$ cat src/rtl/cache_mem_arbiter_pkg.sv
// Shared cache definitions used by the memory-port arbiter and its picker.
//   word         : byte address
//   line         : one cache line of data (16 bytes)
//   line_be      : per-byte enables for one line
//   mem_port_idx : index of a requester on the shared memory port (up to 8)
//   arb_state_e  : arbiter FSM states
//   rr_distance  : circular distance used for round-robin priority
package cache_mem_arbiter_pkg;

  localparam int unsigned ADDR_W     = 32;
  localparam int unsigned LINE_BYTES = 16;
  localparam int unsigned LINE_W     = LINE_BYTES * 8;
  localparam int unsigned MAX_PORTS  = 8;

  typedef logic [ADDR_W-1:0]              word;
  typedef logic [LINE_W-1:0]              line;
  typedef logic [LINE_BYTES-1:0]          line_be;
  typedef logic [$clog2(MAX_PORTS)-1:0]   mem_port_idx;

  typedef enum logic {
    ARB_IDLE,
    ARB_BUSY
  } arb_state_e;

  // Number of steps after `last` (mod ports) at which `idx` is reached;
  // the port right after `last` has distance 0. Requires last < ports.
  function automatic int unsigned rr_distance(input mem_port_idx idx,
                                              input mem_port_idx last,
                                              input int unsigned ports);
    return (32'(idx) + ports - 1 - 32'(last)) % ports;
  endfunction

endpackage

$ cat src/rtl/cache_rr_pick.sv
// Combinational circular priority select.
//   req      : request vector, one bit per port
//   last     : index of the most recently served port
//   pick     : one-hot winner (all zero when nothing requests)
//   pick_idx : index of the winner (zero when nothing requests)
// The first requesting port in circular order starting at last+1 wins.
module cache_rr_pick
  import cache_mem_arbiter_pkg::*;
#(
  parameter int unsigned PORTS = 4
) (
  input  logic [PORTS-1:0] req,
  input  mem_port_idx      last,
  output logic [PORTS-1:0] pick,
  output mem_port_idx      pick_idx
);

  always_comb begin
    int unsigned best;
    pick     = '0;
    pick_idx = '0;
    best     = PORTS;
    for (int unsigned i = 0; i < PORTS; i++) begin
      if (req[i] && (rr_distance(mem_port_idx'(i), last, PORTS) < best)) begin
        best        = rr_distance(mem_port_idx'(i), last, PORTS);
        pick        = '0;
        pick[i]     = 1'b1;
        pick_idx    = mem_port_idx'(i);
      end
    end
  end

endmodule

$ cat src/rtl/cache_mem_arbiter.sv
// Round-robin arbiter sharing one line-wide Avalon-MM memory port among
// PORTS cache controllers. One transaction per grant, one bubble cycle
// between grants.
//   clk, rst           : clock, synchronous active-high reset
//   in_address/read/write/writedata/byteenable : per-port master requests
//   in_waitrequest     : per-port stall (high unless granted and memory ready)
//   in_readdata        : broadcast of mem_readdata
//   mem_*              : forwarded command of the granted port
//   mem_waitrequest    : memory stall
//   mem_readdata       : memory read line
module cache_mem_arbiter
  import cache_mem_arbiter_pkg::*;
#(
  parameter int unsigned PORTS = 4
) (
  input  logic              clk,
  input  logic              rst,
  input  word               in_address     [PORTS],
  input  logic [PORTS-1:0]  in_read,
  input  logic [PORTS-1:0]  in_write,
  input  line               in_writedata   [PORTS],
  input  line_be            in_byteenable  [PORTS],
  output logic [PORTS-1:0]  in_waitrequest,
  output line               in_readdata,
  output word               mem_address,
  output logic              mem_read,
  output logic              mem_write,
  output line               mem_writedata,
  output line_be            mem_byteenable,
  input  logic              mem_waitrequest,
  input  line               mem_readdata
);

  arb_state_e        state_q, state_d;
  logic [PORTS-1:0]  grant_q, grant_d;
  mem_port_idx       gidx_q,  gidx_d;
  mem_port_idx       last_q,  last_d;

  logic [PORTS-1:0]  req;
  logic [PORTS-1:0]  pick;
  mem_port_idx       pick_idx;

  assign req = in_read | in_write;

  cache_rr_pick #(
    .PORTS (PORTS)
  ) u_pick (
    .req      (req),
    .last     (last_q),
    .pick     (pick),
    .pick_idx (pick_idx)
  );

  // Forwarding is an AND-OR over the one-hot grant, so every mem_* output
  // is zero whenever nothing is granted (IDLE).
  always_comb begin
    mem_address    = '0;
    mem_read       = 1'b0;
    mem_write      = 1'b0;
    mem_writedata  = '0;
    mem_byteenable = '0;
    for (int unsigned i = 0; i < PORTS; i++) begin
      if (grant_q[i]) begin
        mem_address    = mem_address    | in_address[i];
        mem_read       = mem_read       | in_read[i];
        mem_write      = mem_write      | in_write[i];
        mem_writedata  = mem_writedata  | in_writedata[i];
        mem_byteenable = mem_byteenable | in_byteenable[i];
      end
    end
  end

  assign in_waitrequest = ~grant_q | {PORTS{mem_waitrequest}};
  assign in_readdata    = mem_readdata;

  always_comb begin
    state_d = state_q;
    grant_d = grant_q;
    gidx_d  = gidx_q;
    last_d  = last_q;
    unique case (state_q)
      ARB_IDLE: begin
        if (|req) begin
          grant_d = pick;
          gidx_d  = pick_idx;
          state_d = ARB_BUSY;
        end
      end
      ARB_BUSY: begin
        if (!(mem_read || mem_write)) begin
          // Granted port abandoned its command: release without moving
          // the round-robin pointer.
          grant_d = '0;
          state_d = ARB_IDLE;
        end else if (!mem_waitrequest) begin
          last_d  = gidx_q;
          grant_d = '0;
          state_d = ARB_IDLE;
        end
      end
      default: begin
        grant_d = '0;
        state_d = ARB_IDLE;
      end
    endcase
  end

  always_ff @(posedge clk) begin
    if (rst) begin
      state_q <= ARB_IDLE;
      grant_q <= '0;
      gidx_q  <= '0;
      last_q  <= mem_port_idx'(PORTS - 1);
    end else begin
      state_q <= state_d;
      grant_q <= grant_d;
      gidx_q  <= gidx_d;
      last_q  <= last_d;
    end
  end

endmodule
$ cat config.mk
export PLATFORM = sky130hd
export DESIGN_NAME = cache_mem_arbiter
export DESIGN_NICKNAME = d
export VERILOG_FILES = /design/src/rtl/cache_mem_arbiter_pkg.sv /design/src/rtl/cache_rr_pick.sv /design/src/rtl/cache_mem_arbiter.sv
export SDC_FILE = /design/constraint.sdc
export NUM_CORES = 1
export LEC_CHECK = 0
export BUFFER_PORTS_ARGS = -buffer_cell sky130_fd_sc_hd__buf_2
export CAP_MARGIN = 30
export CORE_AREA = 10 10 444 446
export CTS_CLUSTER_SIZE = 24
export DETAILED_ROUTE_END_ITERATION = 8
export DIE_AREA = 0 0 454 456
export REMOVE_ABC_BUFFERS = 1
export SLEW_MARGIN = 20
export SYNTH_ARGS = -nofsm -noshare
export SYNTH_HDL_FRONTEND = slang
export SYNTH_SLANG_ARGS = --single-unit
$ cat constraint.sdc
create_clock -name clk -period 6.1 [get_ports clk]
set_clock_uncertainty 0.2 [all_clocks]
set_input_delay 0.61 -clock clk [delete_from_list [all_inputs] [get_ports clk]]
set_output_delay 0.61 -clock clk [all_outputs]
set_load 0.02 [all_outputs]
==> results.toml, run 1 <==
[cts]
cts_hold_buf = 0
cts_max_level = 1
postCtsSetupBuffers = 0
cts_buffers = 3
postCtsResizedCells = 0
clockBufferDepth = 2
clock-sinks = 9
cts_tree = "yes"
cts-root-buf = "clkbuf_16"
clkLatencyLatePin_ns = 0.24
clk_pin_slew_ns = 0.04

[sta]
worst_pin_slew_ns = 1.030
hold_viol = 0
tns_ns = 0
relSlewSlack_pct = 31.30
timing.final.crit_share_pct = 69.19
grt_setup_unrepaired = "no"
fmaxAchievable_ghz = 0.2370
maxSlewViolCount = 0
finalCriticalPeriod_ns = 4.220
setup_viol = 0
hold_slack_ns = 0.3330

[die]
start_util_pct = 2.793
num_rows = 159
core_region_area_um2 = 187600
design.die.area_um2 = 207000
dieHeight_um = 456
die_w_um = 454
design.portCount = 1153

[placed_design]
gp_congestion = 0.9385
io_buffers = 896
dpl.cell_count = 4023
dp_hpwl_um = 136600

[status]
status = "completed"

[synth]
synth_top_area_share_pct = 51.02
syn_inst = 821
yosys-top-cells-area = "a22oi_1 (51%), buf_4 (18%), nand2_1 (13%)"
synth_area_leader_cell = "a22oi_1"
synth-main-ff-cell = "dfxtp_1"
ys_seq_area_share_pct = 3.439
ys_warn_count = 0
synth_cell_types = 37
syn_area_um2 = 5239
async_flop_share_pct = 0
synth_edf_count = 0
synth.avg_cell_area_um2 = 6.381
yosys_register_bits = 9

[worst_setup_path]
start_kind = "input pin"
crit_top_cell = "ha_1"
cp_slowest_stage_delay_ns = 0.40
worstPathArrival_ns = 4.15
cp.required_ns = 6.03
cp_top_family = "compound AO/OA/AOI/OAI gates"
criticalPathCategory = "input pin to flip-flop"
endpoint_kind = "flip-flop"
worstPathCellList = "buf_2 -> nor2_1 -> or2_2 -> ha_1 -> a21oi_1 -> o21ai_0 -> mux2_2 -> ha_1 -> o41ai_2 -> o22ai_2 -> nand2_1 -> o21ai_1 -> ha_1 -> o31ai_1 -> nor3_1 -> nor3b_1 -> a21o_1"
cp_slowest_cell = "mux2_2"
critical_path.max_fanout = 8
critPathBufInv = 1

[final_layout]
stdcell_count = 4054
fillers = 22310
postLayoutCoreUtil_pct = 6.357
drive_gt1_share_pct = 60.77
fin_nets = 2379
area_growth_pct = 127.7

[routing]
ant_nets = 0
drt-initial-drc-count = 1323
avgViaCountPerCell = 2.772
routed_wl_um = 149300
vias = 11240
wl_per_cell_um = 36.83
remaining_drc_errors = 0
firstDrtPassIters = 9

[global_routing]
grt_pass1_wl_um = 171800
grt_pass1_vias = 10640
grt.total_usage_pct = 13.49
antenna_found_initial = 158
grt_start_max_net_pins = 96
grt.overflow.total = 0

[power]
power.total_mw = 2.585
p_leak_nw = 5.604
ir_drop_v = 0.00009269
power_density_nw_per_um2 = 216.7

[run]
maxCapViolCount = 0

[hold_path]
hold_class = "flip-flop to flip-flop"
-- sequential cells by signal, summed over array words and instances, names as in the netlist --
signal and cells:
grant_q 4, gidx_q 2, last_q 2, state_q 1
-- synthesized netlist by cell type, types with 3 or more instances --
cell type,instances
ha_1,3
nand2_1,186
a22oi_1,356
buf_4,128
dfxtp_1,9
nor2_1,9
clkbuf_1,72
a21oi_1,6
buf_1,7
inv_1,7
nor3_1,5
-- layout by cell type, fill, tap and decap left out, types with 4 or more instances in the layout --
cell / n
nor3_1: 5
dfxtp_1: 5
a22oi_1: 356
nor2_1: 9
nand2_1: 186
buf_4: 17
diode_2: 27
buf_2: 896
inv_1: 7
dfxtp_4: 4
a21oi_1: 6
-- where the power goes --
part	total, mW	switching [mW]	internal [mW]
clock	0.120	0.0326	0.0877
sequential	0.126	0.0568	0.0688
combinational	2.34	1.72	0.620
total	2.58	1.81	0.777
-- per-stage QoR --
step / setup WS [ns] / cell area, um^2
after floorplan: 1.411 / 3971
after global placement: 1.682 / 11780
after detailed placement: 1.730 / 11780
after CTS: 1.944 / 11860
after global routing: 1.660 / 11880
final: 1.880 / 11930
-- worst reg2reg max path, cell delays in order, from the launching register on --
cell	delay (ns)
dfxtp_1	0.46
xnor2_1	0.20
inv_1	0.08
ha_1	0.32
a21oi_1	0.09
o21ai_0	0.31
mux2_2	0.40
ha_1	0.22
o41ai_2	0.35
o22ai_2	0.20
nand2_1	0.10
o21ai_1	0.06
ha_1	0.30
o31ai_1	0.30
nor3_1	0.10
nor3b_1	0.16
a21o_1	0.17
-- area by class of cell --
type / count / area, um^2 / area share (%)
diodes: 27 / 67.56 / 0.5665
flip-flops and latches: 9 / 195.2 / 1.637
well taps: 2495 / 3122 / 26.18
multi-input cells: 596 / 3765 / 31.57
inverters: 7 / 26.28 / 0.2203
repair buffers: 916 / 4672 / 39.17
clock buffers: 4 / 78.83 / 0.6609
-- cell families (layout without fill, tap and decap cells) --
group	after synthesis	in the layout	share of synthesized area, %
AO/OA/AOI/OAI	380	380	54.67
XOR/XNOR	1	1	0.1672
adder cells (fa/ha/maj)	3	3	0.7166
buffers and inverters	216	927	24.70
flip-flops	9	9	3.439
multiplexers	1	1	0.2149
other	0	27	0
AND/OR/NAND/NOR	211	211	16.10
-- metal layers --
| layer | vias up | global-route usage [%] | share of wire, % |
|---|---|---|---|
| met5 | - | 4.057 | 1.6 |
| met4 | 92 | 0.6850 | 1.3 |
| met3 | 303 | 12.66 | 20 |
| met2 | 1265 | 19.37 | 40 |
| met1 | 5102 | 14.85 | 37 |
| li1 | 4476 | - | - |
-- path summary, 6_finish.rpt --
kind / from / endpoint / slack [ns] / cells past startpoint
min reg2reg: gidx_q[1] / gidx_q[1] / 0.33 / 2
max reg2reg: last_q[0] / grant_q[2] / 1.99 / 16
max: in_write[0] / grant_q[2] / 1.88 / 17
min: gidx_q[1] / gidx_q[1] / 0.33 / 2
Note: power is estimated with default switching activity, not from simulation.
==> run 2: changes to the inputs <==
ABC_AREA = 1   (was unset)
CORE_AREA = 10 10 440 442   (was 10 10 444 446)
DIE_AREA = 0 0 450 452   (was 0 0 454 456)
clock period = 3.6 ns   (was 6.1 ns; I/O delays follow)
==> results.toml, run 2 <==
[status]
status = "completed"

[routing]
ant_nets = 0
drt-initial-drc-count = 1342
avgViaCountPerCell = 2.864
wl_per_cell_um = 35.93
routed_wl_um = 161200
vias = 12850
remaining_drc_errors = 0
firstDrtPassIters = 5

[synth]
synth_area_leader_cell = "nand2_1"
syn_inst = 1199
synth.most_common_cell = "nand2_1"
yosys_register_bits = 9
yosys-top-cells-area = "nand2_1 (49%), nand4_1 (20%), buf_4 (17%)"
synth-main-ff-cell = "dfxtp_1"
ys_warn_count = 0
synth.avg_cell_area_um2 = 4.721
ys_top_cells_by_count = "nand2_1 (735), nand4_1 (177), buf_4 (128)"
async_flop_share_pct = 0
syn_area_um2 = 5660
synth_top_area_share_pct = 48.74
synth_edf_count = 0
synth_cell_types = 19
ys_seq_area_share_pct = 3.183

[cts]
clock-sinks = 9
clk_pin_slew_ns = 0.04
cts_max_level = 1
clockBufferDepth = 2
postCtsSetupBuffers = 0
cts-root-buf = "clkbuf_16"
cts_tree = "yes"
cts_buffers = 3
clkLatencyLatePin_ns = 0.24
cts_hold_buf = 0
postCtsResizedCells = 0

[sta]
timing.final.crit_share_pct = 87.18
finalCriticalPeriod_ns = 3.138
grt_setup_unrepaired = "no"
worst_pin_slew_ns = 0.6302
setup_viol = 0
tns_ns = 0
hold_viol = 0
relSlewSlack_pct = 58.27
fmaxAchievable_ghz = 0.3186
maxSlewViolCount = 0

[worst_setup_path]
endpoint_kind = "flip-flop"
cp.required_ns = 3.57
ff2ff_setup_slack_ns = 0.46
critical_path.max_fanout = 5
start_kind = "flip-flop"
worstPathArrival_ns = 3.11
criticalPathCategory = "flip-flop to flip-flop"
rr_worst_depth = 21

[global_routing]
antenna_found_initial = 206
grt_pass1_wl_um = 186300
grt.overflow.total = 0
grt_start_max_net_pins = 82
grt_pass1_vias = 11830
grt.total_usage_pct = 14.90

[final_layout]
layout_commonest_cell = "buf_2"
fillers = 22360
reg_top3 = "grant_q (4), gidx_q (2), last_q (2)"
regMostFlops = "grant_q"
largest_reg_flops = 4
fin_area_um2 = 12600
fin_nets = 2762
area_growth_pct = 122.7
drive_gt1_share_pct = 48.67
layout_common_cells = "buf_2 (896), nand2_1 (735), nand4_1 (177)"

[die]
num_rows = 158
core_region_area_um2 = 184600
dieHeight_um = 452
design.portCount = 1153
start_util_pct = 3.066
die_w_um = 450
design.die.area_um2 = 203400

[placed_design]
post_dp_cell_area_um2 = 12290
gp_congestion = 1.001
io_buffers = 896
dp_hpwl_um = 148600

[hold_path]
hold_class = "input pin to flip-flop"
min_path_cells = 2

[power]
p_leak_nw = 5.625
power_density_nw_per_um2 = 421.7
power.total_mw = 5.315
ir_drop_v = 0.0001790

[run]
maxCapViolCount = 0
## run 2: cell count changes in the layout (fill, tap and decap cells not counted), sizes merged, moves of 3 or more
cell,change
buf,+4
o22ai,+3
a22oi,-356
diode,+65
nor3,-6
nand4,+177
nand3,+5
nand2,+554
inv,+21
## run 2: kinds of logic (layout without fill, tap and decap cells)
logic type                 after synthesis  in the layout  synth area share [%]
adders and majority gates                3              3                0.6632
DFF                                      9              9                 3.183
buffers and inverters                  238            954                 24.27
other                                    0             92                     0
AOI/OAI and AO/OA                       17             17                 1.702
and+or+nand+nor                        931            931                 70.03
xor gates and xnor gates                 1              1                0.1548
## run 2: metal layers
metal / wire, um / GRT usage [%] / share of wire [%] / vias to the layer above
met5: 1675 / 4.639 / 1.0 / -
met4: 5800 / 3.830 / 3.6 / 62
met3: 32370 / 13.45 / 20 / 356
met2: 65520 / 21.82 / 41 / 1433
met1: 55840 / 15.25 / 35 / 5705
li1: - / - / - / 5294
## run 2: path summary, 6_finish.rpt
check | start | to
min reg2reg | gidx_q[1] | last_q[1]
max reg2reg | last_q[1] | grant_q[0]
max | last_q[1] | grant_q[0]
min | rst | grant_q[0]
## run 2: power by group
part	switching (mW)	total (mW)	internal, mW	leakage (nW)
Combinational	3.68	4.90	1.22	5.51
Sequential	0.0884	0.210	0.122	0.0769
Clock	0.0548	0.203	0.149	0.0387
## run 2: cell type report
class / instances / area, um^2 / area share [%]
Multi-Input combinational cell: 952 / 4106 / 32.58
Timing Repair Buffer: 920 / 4777 / 37.90
Clock buffer: 4 / 78.83 / 0.6254
Tap cell: 2480 / 3103 / 24.62
Inverter: 30 / 112.6 / 0.8935
Antenna cell: 92 / 230.2 / 1.827
Sequential cell: 9 / 195.2 / 1.549
## run 2: metrics by stage
step | utilization, % | instances | hold slack, ns | worst slack (ns)
after CTS | 6.701 | 4395 | 0.1840 | 0.4407
final | 6.826 | 4487 | 0.1855 | 0.4617
after global routing | 6.791 | 4461 | 0.1900 | 0.09222
after floorplan | - | 991 | 0.2291 | -0.8017
after global placement | 6.658 | 4391 | 0.3143 | 0.2242
after detailed placement | 6.658 | 4391 | 0.2684 | 0.3336
## run 2: critical path, stage by stage (launching register included)
cell     delay [ns]
dfxtp_1        0.38
xor2_1         0.27
ha_1           0.28
nand2_1        0.06
nand2_1        0.04
nand2_1        0.07
nand2_1        0.11
o21ai_0        0.24
ha_1           0.27
nand2_1        0.06
nand2_1        0.04
nand2_1        0.06
nand2_2        0.09
nand2_1        0.07
o21ai_0        0.08
ha_1           0.28
nand2_1        0.05
nand2_1        0.06
nand2_2        0.07
nand2_4        0.08
nand3_1        0.08
a21oi_1        0.12
==> run 3: changes to the inputs <==
RECOVER_POWER = 100   (was unset)
==> results.toml, run 3 (synthesized netlist as in run 2, its figures left out) <==
[status]
status = "finished, violations left"
violations = "max-capacitance violations, max-slew violations"

[placed_design]
dp_hpwl_um = 148600
io_buffers = 896
gp_congestion = 1.001

[cts]
cts_hold_buf = 0
cts_buffers = 3
clock-sinks = 9
clockBufferDepth = 2
clk_pin_slew_ns = 0.04
cts-root-buf = "clkbuf_16"
clkLatencyLatePin_ns = 0.24
cts_max_level = 1
postCtsSetupBuffers = 0
postCtsResizedCells = 0
cts_tree = "yes"

[final_layout]
area_growth_pct = 119.9
layout_commonest_cell = "nand2_1"
layout_common_cells = "nand2_1 (736), buf_2 (732), nand4_1 (177)"
fillers = 22400
reg_top3 = "grant_q (4), gidx_q (2), last_q (2)"
drive_gt1_share_pct = 43.19
postLayoutCoreUtil_pct = 6.740
fin_nets = 2762
largest_reg_flops = 4
regMostFlops = "grant_q"

[die]
num_rows = 158
start_util_pct = 3.066
die_w_um = 450
dieHeight_um = 452
design.die.area_um2 = 203400
core_region_area_um2 = 184600
design.portCount = 1153

[worst_setup_path]
start_kind = "flip-flop"
critical_path.max_fanout = 26
endpoint_kind = "primary output"
cp.required_ns = 3.04
worstPathArrival_ns = 2.84
criticalPathCategory = "flip-flop to primary output"

[sta]
maxSlewViolCount = 25
setup_viol = 0
relSlewSlack_pct = -6.846
timing.final.crit_share_pct = 94.33
fmaxAchievable_ghz = 0.2945
worst_pin_slew_ns = 1.603
finalCriticalPeriod_ns = 3.396
grt_setup_unrepaired = "no"
hold_viol = 0
hold_slack_ns = 0.1904

[global_routing]
grt.overflow.total = 0
antenna_found_initial = 206
grt_pass1_vias = 11830
grt.total_usage_pct = 14.90
grt_pass1_wl_um = 186300
grt_start_max_net_pins = 82

[power]
p_leak_nw = 5.177
power_density_nw_per_um2 = 417.8
ir_drop_v = 0.0001862

[run]
maxCapViolCount = 1

[routing]
routed_wl_um = 161200
drt-initial-drc-count = 1185
wl_per_cell_um = 35.95
vias = 12800
avgViaCountPerCell = 2.853
ant_nets = 0
remaining_drc_errors = 0
firstDrtPassIters = 7

[hold_path]
hold_class = "input pin to flip-flop"
==> run 3: cell types whose count changed in the layout (fill, tap and decap cells not counted), sizes merged <==
cell    delta
diode      -2
buf      -170
clkbuf   +170
==> run 3: metrics by stage <==
| stage | cell area [um^2] | total power [mW] | instances | setup slack (ns) | TNS (ns) |
|---|---|---|---|---|---|
| after floorplan | 4399 | 2.226 | 991 | -0.8017 | -84.40 |
| after global placement | 12290 | 5.373 | 4391 | 0.2242 | 0 |
| after global routing | 12390 | 5.679 | 4461 | 0.04919 | 0 |
| final | 12450 | 5.200 | 4485 | 0.2042 | 0 |
| after detailed placement | 12290 | 5.366 | 4391 | 0.3336 | 0 |
| after CTS | 12370 | 5.582 | 4395 | 0.4407 | 0 |
==> run 3: area by class of cell <==
class	instances	area (um^2)	area share (%)
antenna	90	225.2	1.810
clock buffer	4	78.83	0.6334
inverter	30	112.6	0.9048
multi-input combinational	952	4104	32.97
sequential	9	187.7	1.508
tap	2480	3103	24.93
timing repair buffer	920	4634	37.24
==> run 3: critical path, cell delays in order (launching register included) <==
cell,delay (ns)
dfxtp_1,1.38
buf_4,0.38
nand2_1,0.07
nand4_1,0.08
clkbuf_2,0.56
==> run 3: per-layer routing <==
| layer | up-vias | part of all wire (%) | track usage (%) |
|---|---|---|---|
| met2 | 1380 | 41 | 21.82 |
| met1 | 5715 | 35 | 15.25 |
| met3 | 351 | 20 | 13.45 |
| met5 | - | 1.2 | 4.639 |
| li1 | 5289 | - | - |
| met4 | 60 | 3.6 | 3.830 |
==> run 3: worst paths after layout <==
| path | start | to | slack, ns | cells past startpoint |
|---|---|---|---|---|
| setup / recovery | grant_q[0] | mem_writedata[58] | 0.20 | 4 |
| hold / removal | rst | grant_q[1] | 0.19 | 2 |
| setup reg to reg | last_q[1] | grant_q[0] | 0.44 | 21 |
| hold reg to reg | gidx_q[1] | last_q[1] | 0.30 | 2 |
==> run 3: where the power goes <==
group	total, mW	switching [mW]	internal [mW]	leakage [nW]
registers	0.205	0.0861	0.119	0.0754
clock network	0.205	0.0560	0.149	0.0387
logic	4.79	3.69	1.10	5.06
total	5.20	3.83	1.37	5.18
